$ cat src/rtl/bsg_host_mmio.sv
// ---------------------------------------------------------------------------
// bsg_host_mmio
//
// Host-side memory-mapped I/O endpoint for a multi-core test harness.
// Cores issue commands into three small address windows (bits [addr_width_p-1:12]):
//   0x03000  hprint : print data[7:0] as a hex byte
//   0x03001  cprint : print data[7:0] as a character
//   0x03002  finish : mark the core finished; data[0] = 0 pass, 1 fail
// The core index comes from addr[3 +: clog2(num_core_p)].
// All other addresses are unmapped. They are acknowledged and answered, but
// they have no side effect.
//
// Every accepted command produces exactly one response through a one-entry
// buffer. The response carries the command's hdr and addr, and its data is
// always zero. While the buffer holds a response, no new command is accepted.
//
// Ports
//   clk_i, reset_n_i            clock, asynchronous active-low reset
//   mem_cmd_v_i/_addr_i/_data_i/_hdr_i, mem_cmd_yumi_o   command channel
//   mem_resp_v_o, mem_resp_ready_i,
//   mem_resp_addr_o/_hdr_o/_data_o                         response channel
//   program_finish_o   per-core sticky finish flags
//   all_finished_o     AND of program_finish_o, one register stage later
//   pass_o, fail_o     sticky pass / fail indications
//   print_v_o, print_core_o, print_data_o, print_char_o   print event
//
// Optional: define BSG_HOST_MMIO_DISPLAY_EN to have simulation print each
// accepted print or finish command, plus a final "All cores finished!".
// ---------------------------------------------------------------------------
module bsg_host_mmio #(
    parameter int num_core_p   = 1,
    parameter int addr_width_p = 40,
    parameter int data_width_p = 64,
    parameter int hdr_width_p  = 16,
    localparam int core_w_lp   = (num_core_p > 1) ? $clog2(num_core_p) : 1
) (
    input  logic                    clk_i,
    input  logic                    reset_n_i,

    input  logic                    mem_cmd_v_i,
    input  logic [addr_width_p-1:0] mem_cmd_addr_i,
    input  logic [data_width_p-1:0] mem_cmd_data_i,
    input  logic [hdr_width_p-1:0]  mem_cmd_hdr_i,
    output logic                    mem_cmd_yumi_o,

    output logic                    mem_resp_v_o,
    input  logic                    mem_resp_ready_i,
    output logic [addr_width_p-1:0] mem_resp_addr_o,
    output logic [hdr_width_p-1:0]  mem_resp_hdr_o,
    output logic [data_width_p-1:0] mem_resp_data_o,

    output logic [num_core_p-1:0]   program_finish_o,
    output logic                    all_finished_o,
    output logic                    pass_o,
    output logic                    fail_o,

    output logic                    print_v_o,
    output logic [core_w_lp-1:0]    print_core_o,
    output logic [7:0]              print_data_o,
    output logic                    print_char_o
);

    localparam int region_w_lp = addr_width_p - 12;
    localparam logic [region_w_lp-1:0] hprint_region_lp = region_w_lp'(32'h03000);
    localparam logic [region_w_lp-1:0] cprint_region_lp = region_w_lp'(32'h03001);
    localparam logic [region_w_lp-1:0] finish_region_lp = region_w_lp'(32'h03002);

    // ---------------- command decode ----------------
    logic [region_w_lp-1:0] region;
    logic [core_w_lp-1:0]   core_idx;
    logic                   core_valid;
    logic                   cmd_accept;
    logic                   hprint_v, cprint_v, finish_v;
    logic [num_core_p-1:0]  finish_hit;

    logic                    full_q, full_d;
    logic [addr_width_p-1:0] resp_addr_q, resp_addr_d;
    logic [hdr_width_p-1:0]  resp_hdr_q, resp_hdr_d;
    logic [num_core_p-1:0]   finish_q, finish_d;
    logic                    all_finished_q, all_finished_d;
    logic                    pass_q, pass_d;
    logic                    fail_q, fail_d;

    assign region = mem_cmd_addr_i[addr_width_p-1:12];

    // With a single core there are no index bits, so the index is always 0.
    generate
        if (num_core_p > 1) begin : g_multi_core
            assign core_idx = mem_cmd_addr_i[3 +: core_w_lp];
        end else begin : g_single_core
            assign core_idx = '0;
        end
    endgenerate

    // When num_core_p is not a power of two, an index past the last core
    // selects no core.
    assign core_valid = (int'(core_idx) < num_core_p);

    // Reset is included here so that the handshake stays quiet while reset
    // is held, even if the upstream side is already presenting a command.
    assign mem_cmd_yumi_o = mem_cmd_v_i & ~full_q & reset_n_i;
    assign cmd_accept     = mem_cmd_v_i & mem_cmd_yumi_o;

    assign hprint_v = cmd_accept & (region == hprint_region_lp);
    assign cprint_v = cmd_accept & (region == cprint_region_lp);
    assign finish_v = cmd_accept & (region == finish_region_lp);

    generate
        for (genvar gi = 0; gi < num_core_p; gi++) begin : g_finish_hit
            assign finish_hit[gi] = finish_v & core_valid
                                  & (core_idx == core_w_lp'(gi));
        end
    endgenerate

    // ---------------- next state ----------------
    always_comb begin
        full_d         = full_q;
        resp_addr_d    = resp_addr_q;
        resp_hdr_d     = resp_hdr_q;
        finish_d       = finish_q | finish_hit;
        all_finished_d = &finish_q;
        pass_d         = pass_q;
        fail_d         = fail_q;

        // Accept only happens while empty, and drain only happens while full,
        // so the two branches can never fire together.
        if (cmd_accept) begin
            full_d      = 1'b1;
            resp_addr_d = mem_cmd_addr_i;
            resp_hdr_d  = mem_cmd_hdr_i;
        end else if (mem_resp_v_o) begin
            full_d = 1'b0;
        end

        if (finish_v && core_valid) begin
            if (mem_cmd_data_i[0]) fail_d = 1'b1;
            else                   pass_d = 1'b1;
        end
    end

    always_ff @(posedge clk_i or negedge reset_n_i) begin
        if (!reset_n_i) begin
            full_q         <= 1'b0;
            resp_addr_q    <= '0;
            resp_hdr_q     <= '0;
            finish_q       <= '0;
            all_finished_q <= 1'b0;
            pass_q         <= 1'b0;
            fail_q         <= 1'b0;
        end else begin
            full_q         <= full_d;
            resp_addr_q    <= resp_addr_d;
            resp_hdr_q     <= resp_hdr_d;
            finish_q       <= finish_d;
            all_finished_q <= all_finished_d;
            pass_q         <= pass_d;
            fail_q         <= fail_d;
        end
    end

    // ---------------- outputs ----------------
    assign mem_resp_v_o    = full_q & mem_resp_ready_i;
    assign mem_resp_addr_o = resp_addr_q;
    assign mem_resp_hdr_o  = resp_hdr_q;
    assign mem_resp_data_o = '0;

    assign program_finish_o = finish_q;
    assign all_finished_o   = all_finished_q;
    assign pass_o           = pass_q;
    assign fail_o           = fail_q;

    assign print_v_o    = (hprint_v | cprint_v) & core_valid;
    assign print_core_o = core_idx;
    assign print_data_o = mem_cmd_data_i[7:0];
    assign print_char_o = cprint_v;

    // Only the decoded fields are used. This reduction collects the remaining
    // bits so they do not show up as dangling inputs.
    logic unused_cmd_bits;
    assign unused_cmd_bits = ^{mem_cmd_addr_i, mem_cmd_data_i};

`ifdef BSG_HOST_MMIO_DISPLAY_EN
    always @(posedge clk_i) begin
        if (reset_n_i) begin
            if (hprint_v && core_valid)
                $display("[CORE%0d PRT] %x", core_idx, mem_cmd_data_i[7:0]);
            if (cprint_v && core_valid)
                $display("[CORE%0d PRT] %c", core_idx, mem_cmd_data_i[7:0]);
            if (finish_v && core_valid)
                $display("[CORE%0d FSH] %s", core_idx,
                         mem_cmd_data_i[0] ? "FAIL" : "PASS");
            // The finish flags are sticky, so this edge occurs only once per reset.
            if (all_finished_d && !all_finished_q)
                $display("All cores finished!");
        end
    end
`endif

endmodule

$ cat config.mk
export PLATFORM = sky130hd
export DESIGN_NAME = bsg_host_mmio
export DESIGN_NICKNAME = d
export VERILOG_FILES = /design/src/rtl/bsg_host_mmio.sv
export SDC_FILE = /design/constraint.sdc
export NUM_CORES = 1
export LEC_CHECK = 0
export CORE_ASPECT_RATIO = 2
export CORE_MARGIN = 5
export CORE_UTILIZATION = 34
export DETAILED_ROUTE_END_ITERATION = 10
export PLACE_DENSITY_LB_ADDON = 0.3
export SETUP_SLACK_MARGIN = 0.5
export SLEW_MARGIN = 40
export SYNTH_ARGS = -nofsm -noshare
export SYNTH_HDL_FRONTEND = slang
export SYNTH_SLANG_ARGS = --single-unit
$ cat constraint.sdc
create_clock -name clk_i -period 2.7 [get_ports clk_i]
set_input_delay 0.405 -clock clk_i [delete_from_list [all_inputs] [get_ports clk_i]]
set_output_delay 0.405 -clock clk_i [all_outputs]
set_load 0.01 [all_outputs]
==> results of run 1 <==
==> final timing paths <==
path | depth (start not counted) | endpoint | start | slack (ns)
max | 5 | print_char_o | mem_cmd_addr_i[33] | 0.58
min | 2 | mem_resp_addr_o[12] | reset_n_i | 0.26
max reg2reg | 5 | mem_resp_addr_o[7] | full_q | 1.25
min reg2reg | 0 | all_finished_o | program_finish_o | 0.42
max in group asynchronous | 2 | mem_resp_addr_o[38] | reset_n_i | 2.06
min in group clk_i | 3 | mem_resp_addr_o[34] | mem_cmd_addr_i[34] | 0.40
==> area by class of cell <==
| type | count | area share [%] |
|---|---|---|
| Clock buffer | 10 | 5.265 |
| Clock inverter | 6 | 1.467 |
| Inverter | 6 | 0.5178 |
| Multi-Input combinational cell | 251 | 25.43 |
| Sequential cell | 61 | 35.10 |
| Tap cell | 100 | 2.877 |
| Timing Repair Buffer | 130 | 29.34 |
==> metal layers <==
metal / wire [um] / share of wire (%) / vias up / track usage [%]
met5: 0 / 0 / - / 0
met4: 110 / 1.4 / 0 / 5.346
met3: 931 / 12 / 8 / 5.577
met2: 3959 / 51 / 150 / 24.77
met1: 2711 / 35 / 1070 / 14.66
li1: - / - / 1141 / -
==> flip-flops by register name (all words and copies together), names as in the netlist <==
register / flops
mem_resp_addr_o: 40
all_finished_o: 1
full_q: 1
pass_o: 1
fail_o: 1
mem_resp_hdr_o: 16
program_finish_o: 1
==> power breakdown <==
group	internal, mW	total [mW]	switching [mW]
sequential	1.08	1.16	0.0838
combinational	0.419	0.779	0.360
clock	0.711	1.10	0.393
==> stage by stage <==
stage | worst slack [ns] | cell area (um^2) | setup TNS, ns | util (%)
global route | 0.5229 | 4349 | 0 | 50.64
detailed placement | -0.07527 | 4015 | -0.07527 | 46.75
CTS | 0.5069 | 4325 | 0 | 50.36
floorplan | 1.119 | 3213 | 0 | -
global placement | -0.04920 | 4015 | -0.04920 | 46.75
finish | 0.5818 | 4349 | 0 | 50.64
==> cells in the final DEF, fill, tap and decap left out <==
master           count
nand2_1            166
clkdlybuf4s50_1    118
conb_1              65
dfrtp_1             61
clkbuf_16            9
nor4_4               5
inv_1                5
buf_4                4
buf_2                3
dlygate4sd2_1        3
nand4_1              2
o21ai_0              2
o31ai_1              2
clkinvlp_4           2
clkinv_2             2
nand3b_4             1
inv_2                1
nand4_4              1
and4bb_2             1
nor4b_1              1
o21bai_1             1
and2_1               1
nor3_1               1
nor3_2               1
nor2_1               1
bufinv_16            1
clkinv_4             1
clkbuf_1             1
dlymetal6s2s_1       1
buf_6                1
==> worst max-delay path, stage by stage <==
cell and delay, ns:
clkdlybuf4s50_1 0.46, nor4_4 0.34, nand4_4 0.15, nor3_2 0.20
buf_2 0.16
==> cell families after synthesis <==
logic type | synth area share (%)
AOI/OAI and AO/OA | 1.094
buffers and inverters | 21.17
DFF | 51.35
other | 0.1261
and+or+nand+nor | 26.26
==> repair_timing <==
item,4_1_cts,5_1_grt
setup endpoints to repair,2,1
gates cloned,0,0
pin swaps,2,1
resized for setup,15,3
hold buffers,0,0
==> reports/qor.txt, run 1 <==
Outcome = complete, no violations
Layout Cells excl Fill = 564
Pwr Total = 3.044 mW
Gate Count Post-Synth = 339
Die W = 76.12 um
Initial drt markers = 58
Via density per instance = 4.200
RSZ-0062 raised after global routing = false
FP Rows = 48
Layout cells sized above 1 = 7.112%
Count leader, synth = nand2_1
Crit start category = primary input
Unique masters post-synth = 21
Multi-input logic area = 1106 um^2
Clock latency at the later pin of the worst-skew pair = 0.32 ns
Largest net degree at the start of global routing = 62
Overall routing resource usage = 13.96%
Area added between synthesis and finish = 46.30%
Post-synthesis sequential area ratio = 51.35%
Synth Warn # = 0
DRC = 0
Critical path class = primary input to primary output
Dominant cell type by area after synthesis = dfrtp_1
Final period util = 78.45%
Post-synth ARST share = 100.0%
Avg WL per Cell = 13.68 um
IO buf count = 125
Final min period = 2.118 ns
Core region area = 8588 um^2
Final Wtd Congestion = 0.7010
First-pass GRT wire length = 12080 um
Clock skew = 0.004962 ns
Final Setup Violations = 0
Hold slack = 0.2600 ns
Worst vdd ir = 0.0003445 V
Pre-antenna DRT Iters = 4
CP Data Arrival Time = 1.71 ns
Top cell type's share of synthesized area = 51.35%
Mapped Area = 2973 um^2
Placed insts = 548
CTS root buffer = clkbuf_16
Final Max Tran Viols = 0
Number of antenna violations at the first check in global routing = 0
Avg Cell Area, Syn = 8.769 um^2
DPL Wire Length = 5727 um
Crit path required time = 2.30 ns
Max frequency = 472.1 MHz
Antenna cells = 0
Critical Path Fanout Max = 3
#FFs+latches synth = 61
Critical path endpoint category = primary output
MaxCap Viol Count = 0
Final-stage net count = 583
Post-CTS setup buffer count = 0
Vias in the first global route = 2405
Routed WL = 7713 um
Post-synth top cells = 166 x nand2_1, 74 x buf_4, 61 x dfrtp_1, 8 x buf_2, 5 x inv_1
Layout fillers = 821
TritonCTS clock tree = built
Vias = 2369
Starting Density = 34.62%
Clock slew at reported path FFs = 0.05 ns
Final ANT Viol Nets = 0
Top post-synthesis cells by area = dfrtp_1 51%, nand2_1 21%, buf_4 19%
Slew @ Worst Pin = 0.6068 ns
IO Count = 261
Clock Path Buffers = 2
Number of hold violations in the final report = 0
Clk sinks = 61
Pwr per Cell Area = 699.9 nW/um^2
Grt ovf = 0
Rel. slew slack = 59.54%
Reg area = 1526 um^2
Hold Crit Class = primary input to asynchronous set/reset pin
# H-tree levels = 3
Die ar. = 10830 um^2
Number of flops mapped to enable cells by yosys = 0
Die Y = 142.2 um
Leakage dissipation = 2.191 nW
CTS Buf Count = 9
Top_reg_cell synth = dfrtp_1
No activity file was read; power rests on OpenSTA's default activity.
==> run 2, diff against run 1 <==
Settings changed: CORE_UTILIZATION 34 to 32.
Clock period 2.7 ns to 2 ns, I/O delays scaled along.
==> reports/qor.txt, run 2 (synthesis gave the netlist of run 1 again) <==
Sequential fraction of design power = 38.7%
Commonest non-fill, non-tap cell in the layout = nand2_1
Hold Crit Class = primary input to asynchronous set/reset pin
Finished Cell Area = 4425 um^2
Overall routing resource usage = 14.22%
Final Wtd Congestion = 0.7566
Crit start category = primary input
Outcome = complete, no violations
Critical path class = primary input to primary output
Max Used Layer = met4
Sw Share = 28.35%
Clock slew at reported path FFs = 0.05 ns
Critical path endpoint category = primary output
CTS Hold Bufs = 0
Final Setup Violations = 0
Slew @ Worst Pin = 0.6221 ns
Die Y = 146.3 um
Critical Path Fanout Max = 2
Layout fillers = 882
Clock skew = 0.006392 ns
Worst vdd ir = 0.0003801 V
CP Data Arrival Time = 1.48 ns
Via density per instance = 4.201
Highest-count cells in the layout ignoring fill and taps = 166 x nand2_1, 82 x dlygate4sd2_1, 65 x conb_1
Vias in the first global route = 2415
Hold slack = 0.1520 ns
Final-stage net count = 598
IO buf count = 125
Cell Int Power = 2.874 mW
Pwr Total = 4.011 mW
Slowest CP cell = nor4_4
DP Area = 4078 um^2
Crit path required time = 1.70 ns
Critical Path Max Stage Delay = 0.33 ns
Clock Power Share = 37.9%
Pwr per Cell Area = 906.4 nW/um^2
Avg WL per Cell = 14.28 um
Final min period = 1.784 ns
Max frequency = 560.6 MHz
Starting Density = 32.76%
Leakage dissipation = 2.484 nW
FP Rows = 49
TritonCTS clock tree = built
Largest net degree at the start of global routing = 62
Clock Path Buffers = 2
Gate power share = 23.4%
Number of hold violations in the final report = 0
DRC = 0
DPL Wire Length = 5935 um
Final period util = 89.19%
Buf/Inv on CP = 3
Die ar. = 11430 um^2
Final Max Tran Viols = 0
Crit path cell chain = dlygate4sd2_1 -> nor4_4 -> nand4_4 -> buf_6 -> nor3_2 -> buf_2
Met3 routed wirelength = 807 um
Final WS setup = 0.2162 ns
DRT met1 WL = 3045 um
P_sw = 1.137 mW
MaxCap Viol Count = 0
Pre-antenna DRT Iters = 4
Routed WL = 8298 um
Clk sinks = 61
Core region area = 9074 um^2
Final ANT Viol Nets = 0
Area added between synthesis and finish = 48.86%
CTS root buffer = clkbuf_16
Die W = 78.16 um
Grt ovf = 0
Number of antenna violations at the first check in global routing = 0
Cell family with most CP delay = buffers and inverters
First-pass GRT wire length = 12460 um
CTS Buf Count = 9
Max reg flops = 40
IO Count = 261
Clock latency at the later pin of the worst-skew pair = 0.32 ns
Layout Utilization = 48.77%
Rel. slew slack = 58.53%
# H-tree levels = 3
Vias = 2441
Initial drt markers = 72
Layout cells sized above 1 = 10.44%
RSZ-0062 raised after global routing = true
Metal2 WL = 4147 um
Dpl ws = -0.4578 ns
Antenna cells = 0
run 2: cell types whose count changed in the layout (fill, tap and decap cells not counted), sizes merged:
cell           previous run  this run
buf                       8        23
clkbuf                   10        14
clkdlybuf4s15             0         1
clkdlybuf4s50           118        34
clkinv                    3         2
clkinvlp                  2         1
dlygate4sd2               3        82
dlymetal6s2s              1         3
run 2: final cells by class:
type                    instances  area (um^2)  area share, %
flip-flops and latches         61         1526          34.49
multi-input cells             251         1112          25.13
clock buffers                  12        246.5          5.570
well taps                     102        127.6          2.884
repair buffers                145         1340          30.28
clock inverters                 4        47.55          1.074
inverters                       6        25.02         0.5655
run 2: worst register-to-register path: stages, from the launching register on:
cell and delay, ns:
dfrtp_1 0.37, nand3b_4 0.17, inv_4 0.08, buf_4 0.11, buf_6 0.08, buf_6 0.13
buf_16 0.18, nand2_1 0.11, nand2_1 0.06
run 2: metal layers:
layer	up-vias	GRT usage [%]
li1	1176	-
met1	1098	14.99
met2	146	24.10
met3	21	5.055
met4	0	8.144
met5	-	0
run 2: timing repair:
item                       in CTS  in global routing
buffers inserted                4                  2
pin swaps                       9                  0
cloned                          0                  1
setup endpoints to repair     118                  9
resized for setup             111                  7
run 2: worst paths after layout:
path	cells past startpoint	endpoint	startpoint	slack, ns
max in group asynchronous	2	mem_resp_addr_o[22]	reset_n_i	1.45
max	6	print_char_o	mem_cmd_addr_i[38]	0.22
min reg2reg	0	all_finished_o	program_finish_o	0.42
max reg2reg	8	mem_resp_addr_o[37]	full_q	0.65
min	2	mem_resp_hdr_o[8]	reset_n_i	0.15
min in group clk_i	3	mem_resp_addr_o[25]	mem_cmd_addr_i[25]	0.31
run 2: power groups by stage:
| stage | sequential, mW | clock, mW | combinational (mW) |
|---|---|---|---|
| after floorplan | 1.69 | 0 | 0.387 |
| after global placement | 1.58 | 0 | 1.06 |
| after detailed placement | 1.59 | 0 | 1.08 |
| after CTS | 1.56 | 1.57 | 0.937 |
| after global routing | 1.58 | 1.64 | 1.04 |
| final | 1.55 | 1.52 | 0.937 |
run 2: through the flow:
step | setup TNS, ns | std cells
CTS | 0 | 578
global placement | -0.8685 | 558
finish | 0 | 581
detailed placement | -0.8114 | 558
global route | 0 | 581
floorplan | 0 | 403
